## src/rtl/pe_sched_pkg.sv

```systemverilog
// Shared types for the PE row scheduler: FSM state encoding and the
// kernel-row / kernel-column / channel triple produced by the sweep counter.
package pe_sched_pkg;

  // Widest R/C/Channel field the triple type can carry.
  localparam int unsigned RCC_MAX_W = 16;

  typedef enum logic [2:0] {
    IDLE,
    WAIT_VALID,
    SWEEP,
    DRAIN,
    SWITCH,
    GAP,
    DONE
  } state_e;

  typedef struct packed {
    logic [RCC_MAX_W-1:0] channel;
    logic [RCC_MAX_W-1:0] col;
    logic [RCC_MAX_W-1:0] row;
  } rcc_t;

endpackage

```

## src/rtl/pe_row_scheduler_rcc_counter.sv

```systemverilog
// Three-level nested counter: channel innermost, column middle, row outermost.
// Each field returns to 0 at its terminal value.
module rcc_counter
  import pe_sched_pkg::*;
#(
  parameter int unsigned K      = 3,
  parameter int unsigned NEXT_N = 32
) (
  input  logic clk,
  input  logic rstn,
  input  logic clr,
  input  logic en,
  output rcc_t rcc,
  output logic last,
  output logic wrap
);

  logic ch_last;
  logic col_last;
  logic row_last;

  assign ch_last  = (rcc.channel == RCC_MAX_W'(NEXT_N - 1));
  assign col_last = (rcc.col == RCC_MAX_W'(K - 1));
  assign row_last = (rcc.row == RCC_MAX_W'(K - 1));
  assign last     = ch_last & col_last & row_last;
  assign wrap     = en & last;

  // Advance the nested count by one triple per enabled cycle.
  always_ff @(posedge clk) begin
    if (!rstn || clr) begin
      rcc <= '0;
    end else if (en) begin
      rcc.channel <= ch_last ? '0 : rcc.channel + RCC_MAX_W'(1);
      if (ch_last) begin
        rcc.col <= col_last ? '0 : rcc.col + RCC_MAX_W'(1);
        if (col_last) begin
          rcc.row <= row_last ? '0 : rcc.row + RCC_MAX_W'(1);
        end
      end
    end
  end

endmodule

```

## src/rtl/pe_row_scheduler.sv

```systemverilog
// Per-output-row scheduler: waits for a full row window, sweeps every
// (row, column, channel) triple of the kernel into the PE, drains, swaps the
// ping-pong buffers, idles for a gap and repeats until the layer is done.
module pe_row_scheduler
  import pe_sched_pkg::*;
#(
  parameter int unsigned K         = 3,
  parameter int unsigned NEXT_N    = 32,
  parameter int unsigned REAL_HOUT = 25,
  parameter int unsigned ROW_WIDTH = 10,
  parameter int unsigned DRAIN_CYC = 2,
  parameter int unsigned GAP_CYC   = 10
) (
  input  logic                      clk,
  input  logic                      rstn,
  input  logic                      start,
  input  logic                      row_buffer_data_valid,
  input  logic                      pe_stall,
  output logic                      pe_ctrl_ready,
  output logic [2:0][ROW_WIDTH-1:0] R_C_Channel,
  output logic                      rcc_valid,
  output logic                      pe_buffer_switch,
  output logic [ROW_WIDTH-1:0]      row_cnt,
  output logic                      busy,
  output logic                      done
);

  if ((K > (2 ** ROW_WIDTH)) || (NEXT_N > (2 ** ROW_WIDTH)) || (ROW_WIDTH > RCC_MAX_W)) begin : g_bad_params
    $error("pe_row_scheduler: K and NEXT_N must not exceed 2**ROW_WIDTH (ROW_WIDTH <= RCC_MAX_W)");
  end

  state_e                      state_q;
  state_e                      state_d;
  logic [31:0]                 tmr_q;
  logic                        cnt_en;
  logic                        cnt_clr;
  logic                        cnt_last;
  logic                        cnt_wrap;
  rcc_t                        cnt_rcc;
  logic [2:0][ROW_WIDTH-1:0]   cur_rcc;
  logic [2:0][ROW_WIDTH-1:0]   hold_q;
  logic                        rcc_unused;

  assign cnt_en    = (state_q == SWEEP) && !pe_stall;
  assign cnt_clr   = (state_q == IDLE) && start;
  assign rcc_valid = cnt_en;
  assign busy      = (state_q != IDLE);

  rcc_counter #(
    .K      (K),
    .NEXT_N (NEXT_N)
  ) u_rcc_counter (
    .clk  (clk),
    .rstn (rstn),
    .clr  (cnt_clr),
    .en   (cnt_en),
    .rcc  (cnt_rcc),
    .last (cnt_last),
    .wrap (cnt_wrap)
  );

  assign cur_rcc[0] = cnt_rcc.row[ROW_WIDTH-1:0];
  assign cur_rcc[1] = cnt_rcc.col[ROW_WIDTH-1:0];
  assign cur_rcc[2] = cnt_rcc.channel[ROW_WIDTH-1:0];
  assign rcc_unused = ^{cnt_rcc, cnt_last};

  // The counter wraps to 0 on the last beat, so the issued triple is captured
  // here to keep R_C_Channel steady once the sweep has finished.
  assign R_C_Channel = (state_q == SWEEP) ? cur_rcc : hold_q;

  // State register.
  always_ff @(posedge clk) begin
    if (!rstn) begin
      state_q <= IDLE;
    end else begin
      state_q <= state_d;
    end
  end

  // Cycles spent in the current state; restarts on every state change.
  always_ff @(posedge clk) begin
    if (!rstn || (state_d != state_q)) begin
      tmr_q <= '0;
    end else begin
      tmr_q <= tmr_q + 32'd1;
    end
  end

  // Output rows completed in this layer.
  always_ff @(posedge clk) begin
    if (!rstn || cnt_clr) begin
      row_cnt <= '0;
    end else if (state_q == SWITCH) begin
      row_cnt <= row_cnt + ROW_WIDTH'(1);
    end
  end

  // Last triple handed to the PE.
  always_ff @(posedge clk) begin
    if (!rstn) begin
      hold_q <= '0;
    end else if (cnt_en) begin
      hold_q <= cur_rcc;
    end
  end

  // Next-state and per-state outputs.
  always_comb begin
    state_d          = state_q;
    pe_ctrl_ready    = 1'b0;
    pe_buffer_switch = 1'b0;
    done             = 1'b0;
    unique case (state_q)
      IDLE: begin
        if (start) state_d = WAIT_VALID;
      end
      WAIT_VALID: begin
        if (row_buffer_data_valid) state_d = SWEEP;
      end
      SWEEP: begin
        pe_ctrl_ready = 1'b1;
        if (cnt_wrap) state_d = (DRAIN_CYC != 0) ? DRAIN : SWITCH;
      end
      DRAIN: begin
        pe_ctrl_ready = 1'b1;
        if (tmr_q == 32'(DRAIN_CYC - 1)) state_d = SWITCH;
      end
      SWITCH: begin
        pe_ctrl_ready    = 1'b1;
        pe_buffer_switch = 1'b1;
        // With no gap the layer-end decision must see the row being completed now.
        if (GAP_CYC != 0) begin
          state_d = GAP;
        end else begin
          state_d = ((row_cnt + ROW_WIDTH'(1)) == ROW_WIDTH'(REAL_HOUT)) ? DONE : WAIT_VALID;
        end
      end
      GAP: begin
        if (tmr_q == 32'(GAP_CYC - 1)) begin
          state_d = (row_cnt == ROW_WIDTH'(REAL_HOUT)) ? DONE : WAIT_VALID;
        end
      end
      DONE: begin
        done    = 1'b1;
        state_d = IDLE;
      end
      default: state_d = IDLE;
    endcase
  end

endmodule
```

## config.mk

```make
export PLATFORM = sky130hd
export DESIGN_NAME = pe_row_scheduler
export DESIGN_NICKNAME = d
export VERILOG_FILES = /design/src/rtl/pe_sched_pkg.sv /design/src/rtl/pe_row_scheduler_rcc_counter.sv /design/src/rtl/pe_row_scheduler.sv
export SDC_FILE = /design/constraint.sdc
export NUM_CORES = 1
export LEC_CHECK = 0
export BUFFER_PORTS_ARGS = -buffer_cell sky130_fd_sc_hd__buf_2
export CAP_MARGIN = 0
export CELL_PAD_IN_SITES_DETAIL_PLACEMENT = 0
export CELL_PAD_IN_SITES_GLOBAL_PLACEMENT = 1
export CORE_MARGIN = 5
export CORE_UTILIZATION = 40
export DETAILED_ROUTE_END_ITERATION = 10
export HOLD_SLACK_MARGIN = 0.1
export PLACE_DENSITY = 0.7
export SLEW_MARGIN = 15
export SYNTH_ARGS = -nofsm -noshare
export SYNTH_HDL_FRONTEND = slang
export SYNTH_HIERARCHICAL = 1
export SYNTH_SLANG_ARGS = --single-unit
```

## constraint.sdc

```tcl
create_clock -name clk -period 6.55 [get_ports clk]
set_input_delay 0.3275 -clock clk [delete_from_list [all_inputs] [get_ports clk]]
set_output_delay 0.3275 -clock clk [all_outputs]
set_load 0.03 [all_outputs]
```

==> run_results.csv <==
group,metric,value,unit
timing,tightestPinTransition,1.15,ns
timing,setup_tns,0,ns
hold_path,worstHoldPathCells,2,
timing,hold_viol,0,
setup_path,critical_path_class,"reg -> reg",
cells_and_area,stdcell_count,968,
setup_path,worstPathArrival,4.30,ns
setup_path,r2r_cells,11,
floorplan,die_y,134,µm
global_route,grt_max_degree,40,
setup_path,path_max_fanout,31,
route,drc_errors,0,
route,wire_per_inst,15.6,µm
outcome,status,"complete, no violations",
floorplan,num_rows,45,
timing,final.min_clock_period,4.00,ns
pwr,p_leak,2.53,nW
route,drt_pass1_iterations,6,
pwr,ir_drop,0.182,mV
placement,port_buffers,49,
placement,placedCellCount,936,
synth,syn_area,6110,µm²
route,vias,5377,
route,ant_nets,0,
cts,cts_num_sinks,123,
synth,netlist_instances,729,
cells_and_area,antennaDiodeCount,0,
floorplan,initial_core_util,40.5,%
synth,synth_area_per_cell,8.38,µm²
cts,clk_pin_slew,0.05,ns
cts,numCtsBuffers,17,
cells_and_area,finish.utilization,46.8,%
timing,final.period_utilization,61.1,%
setup_path,critical_path_required,6.85,ns
timing,grt_setup_unrepaired,"false",
placement,place_hpwl,10100,µm
cts,postCtsSetupBuffers,0,
hold_path,min_path_type,"in -> reg",
floorplan,coreArea,15100,µm²
global_route,track_usage,16.8,%
synth,ys_warn_count,6,
setup_path,cp-end-kind,"register",
run,cap_violations,0,
global_route,overflow,0,
route,drtIter0Drc,397,
global_route,antenna_found_initial,0,
cells_and_area,drive_above_1_share,17.3,%
cts,htree_levels,4,
timing,slew_headroom,23.0,%
setup_path,crit_path_start_kind,"register",
floorplan,die_x,134,µm
pwr,power_density,252,nW/µm²
placement,gp_congestion,0.817,
cts,clk_path_buf_depth,2,
timing,slew_viol_final,0,
global_route,grt_pass1_wl,24600,µm
floorplan,design.portCount,50,
cts,cts_hold_buf,0,
cts,cts_tree,"built",
pwr,power,1.78,mW
synth,syn_nets,743,
route,via_per_inst,5.55,
global_route,grt_pass1_vias,4866,
cells_and_area,fillers,1501,
cells_and_area,nNetsFinal,781,
route,wl,15100,µm
floorplan,die_area,17800,µm²
timing,finalSetupViolCount,0,
cts,clock_latency,0.41,ns
timing,fmax,0.250,GHz
cells_and_area,synthToLayoutAreaGrowth,15.6,%
cts,root_buffer,"clkbuf_16",
timing,finClkSkew,0.00783,ns
cts,cts_resized,0,
==> area by class of cell <==
class	count	area [µm²]	share of cell area (%)
Tap cell	188	235	3.33
Multi-Input combinational cell	562	3450	48.8
Clock buffer	21	460	6.52
Clock inverter	11	143	2.02
Inverter	10	37.5	0.531
Sequential cell	123	2460	34.9
Timing Repair Buffer	53	275	3.90
==> placed cells by master (no fill, tap or decap), drive strengths merged, types with 3 or more instances in the layout <==
cell type / instances
o21ai: 24
xnor2: 23
nor4b: 5
buf: 53
a21oi: 55
or3: 12
mux2: 32
clkbuf: 21
nor3: 12
nand4: 36
nand4b: 3
inv: 11
or2: 3
nor2b: 4
nand2: 99
bufinv: 3
nand3: 22
o31ai: 8
nor4: 18
and2: 4
nand2b: 4
xor2: 39
nor2: 94
or4: 10
and4: 9
dfxtp: 123
a31oi: 4
and3: 14
ha: 9
clkinv: 5
==> critical path, stage by stage (launching register included) <==
cell	delay, ns
dfxtp_1	0.53
inv_1	0.16
nor3_2	0.12
buf_4	0.42
nand2b_1	0.10
buf_4	0.26
inv_1	0.10
or4b_1	0.46
or4_4	0.52
o21ai_1	0.82
o21ai_0	0.21
o2bb2ai_1	0.17
==> where the power goes <==
part	switching [mW]	internal [mW]	leakage [nW]
clock network	0.338	0.617	0.293
registers	0.00646	0.751	0.991
logic	0.0511	0.0189	1.24
total	0.396	1.39	2.53
==> sequential cells by signal, indices dropped and copies added (netlist names) <==
signal,count
u_rcc_counter/rcc,48
hold_q,30
tmr_q,32
state_q,3
row_cnt,10
==> per-layer routing <==
layer	vias to the layer above	global-route usage, %	wire length, µm
li1	2660	-	-
met1	2563	23.4	7470
met2	133	24.9	6580
met3	21	4.53	819
met4	0	6.17	240
met5	-	0	0
==> stage by stage <==
stage | area [µm²] | setup WS (ns) | hold WS [ns]
3_5_place_dp | 6460 | 2.54 | 0.447
4_1_cts | 7060 | 2.53 | 0.220
2_1_floorplan | 6110 | 3.06 | 0.429
5_1_grt | 7060 | 2.20 | 0.225
6_report | 7060 | 2.55 | 0.241
3_3_place_gp | 6460 | 2.65 | 0.438
==> final timing paths <==
check              from              endpoint  slack (ns)
max          state_q[1]  u_rcc_counter/rcc[5]        2.55
min                rstn            state_q[1]        0.24
max reg2reg  state_q[1]  u_rcc_counter/rcc[5]        2.55
min reg2reg  hold_q[18]            hold_q[18]        0.45
(Power assumes the default switching activity.)
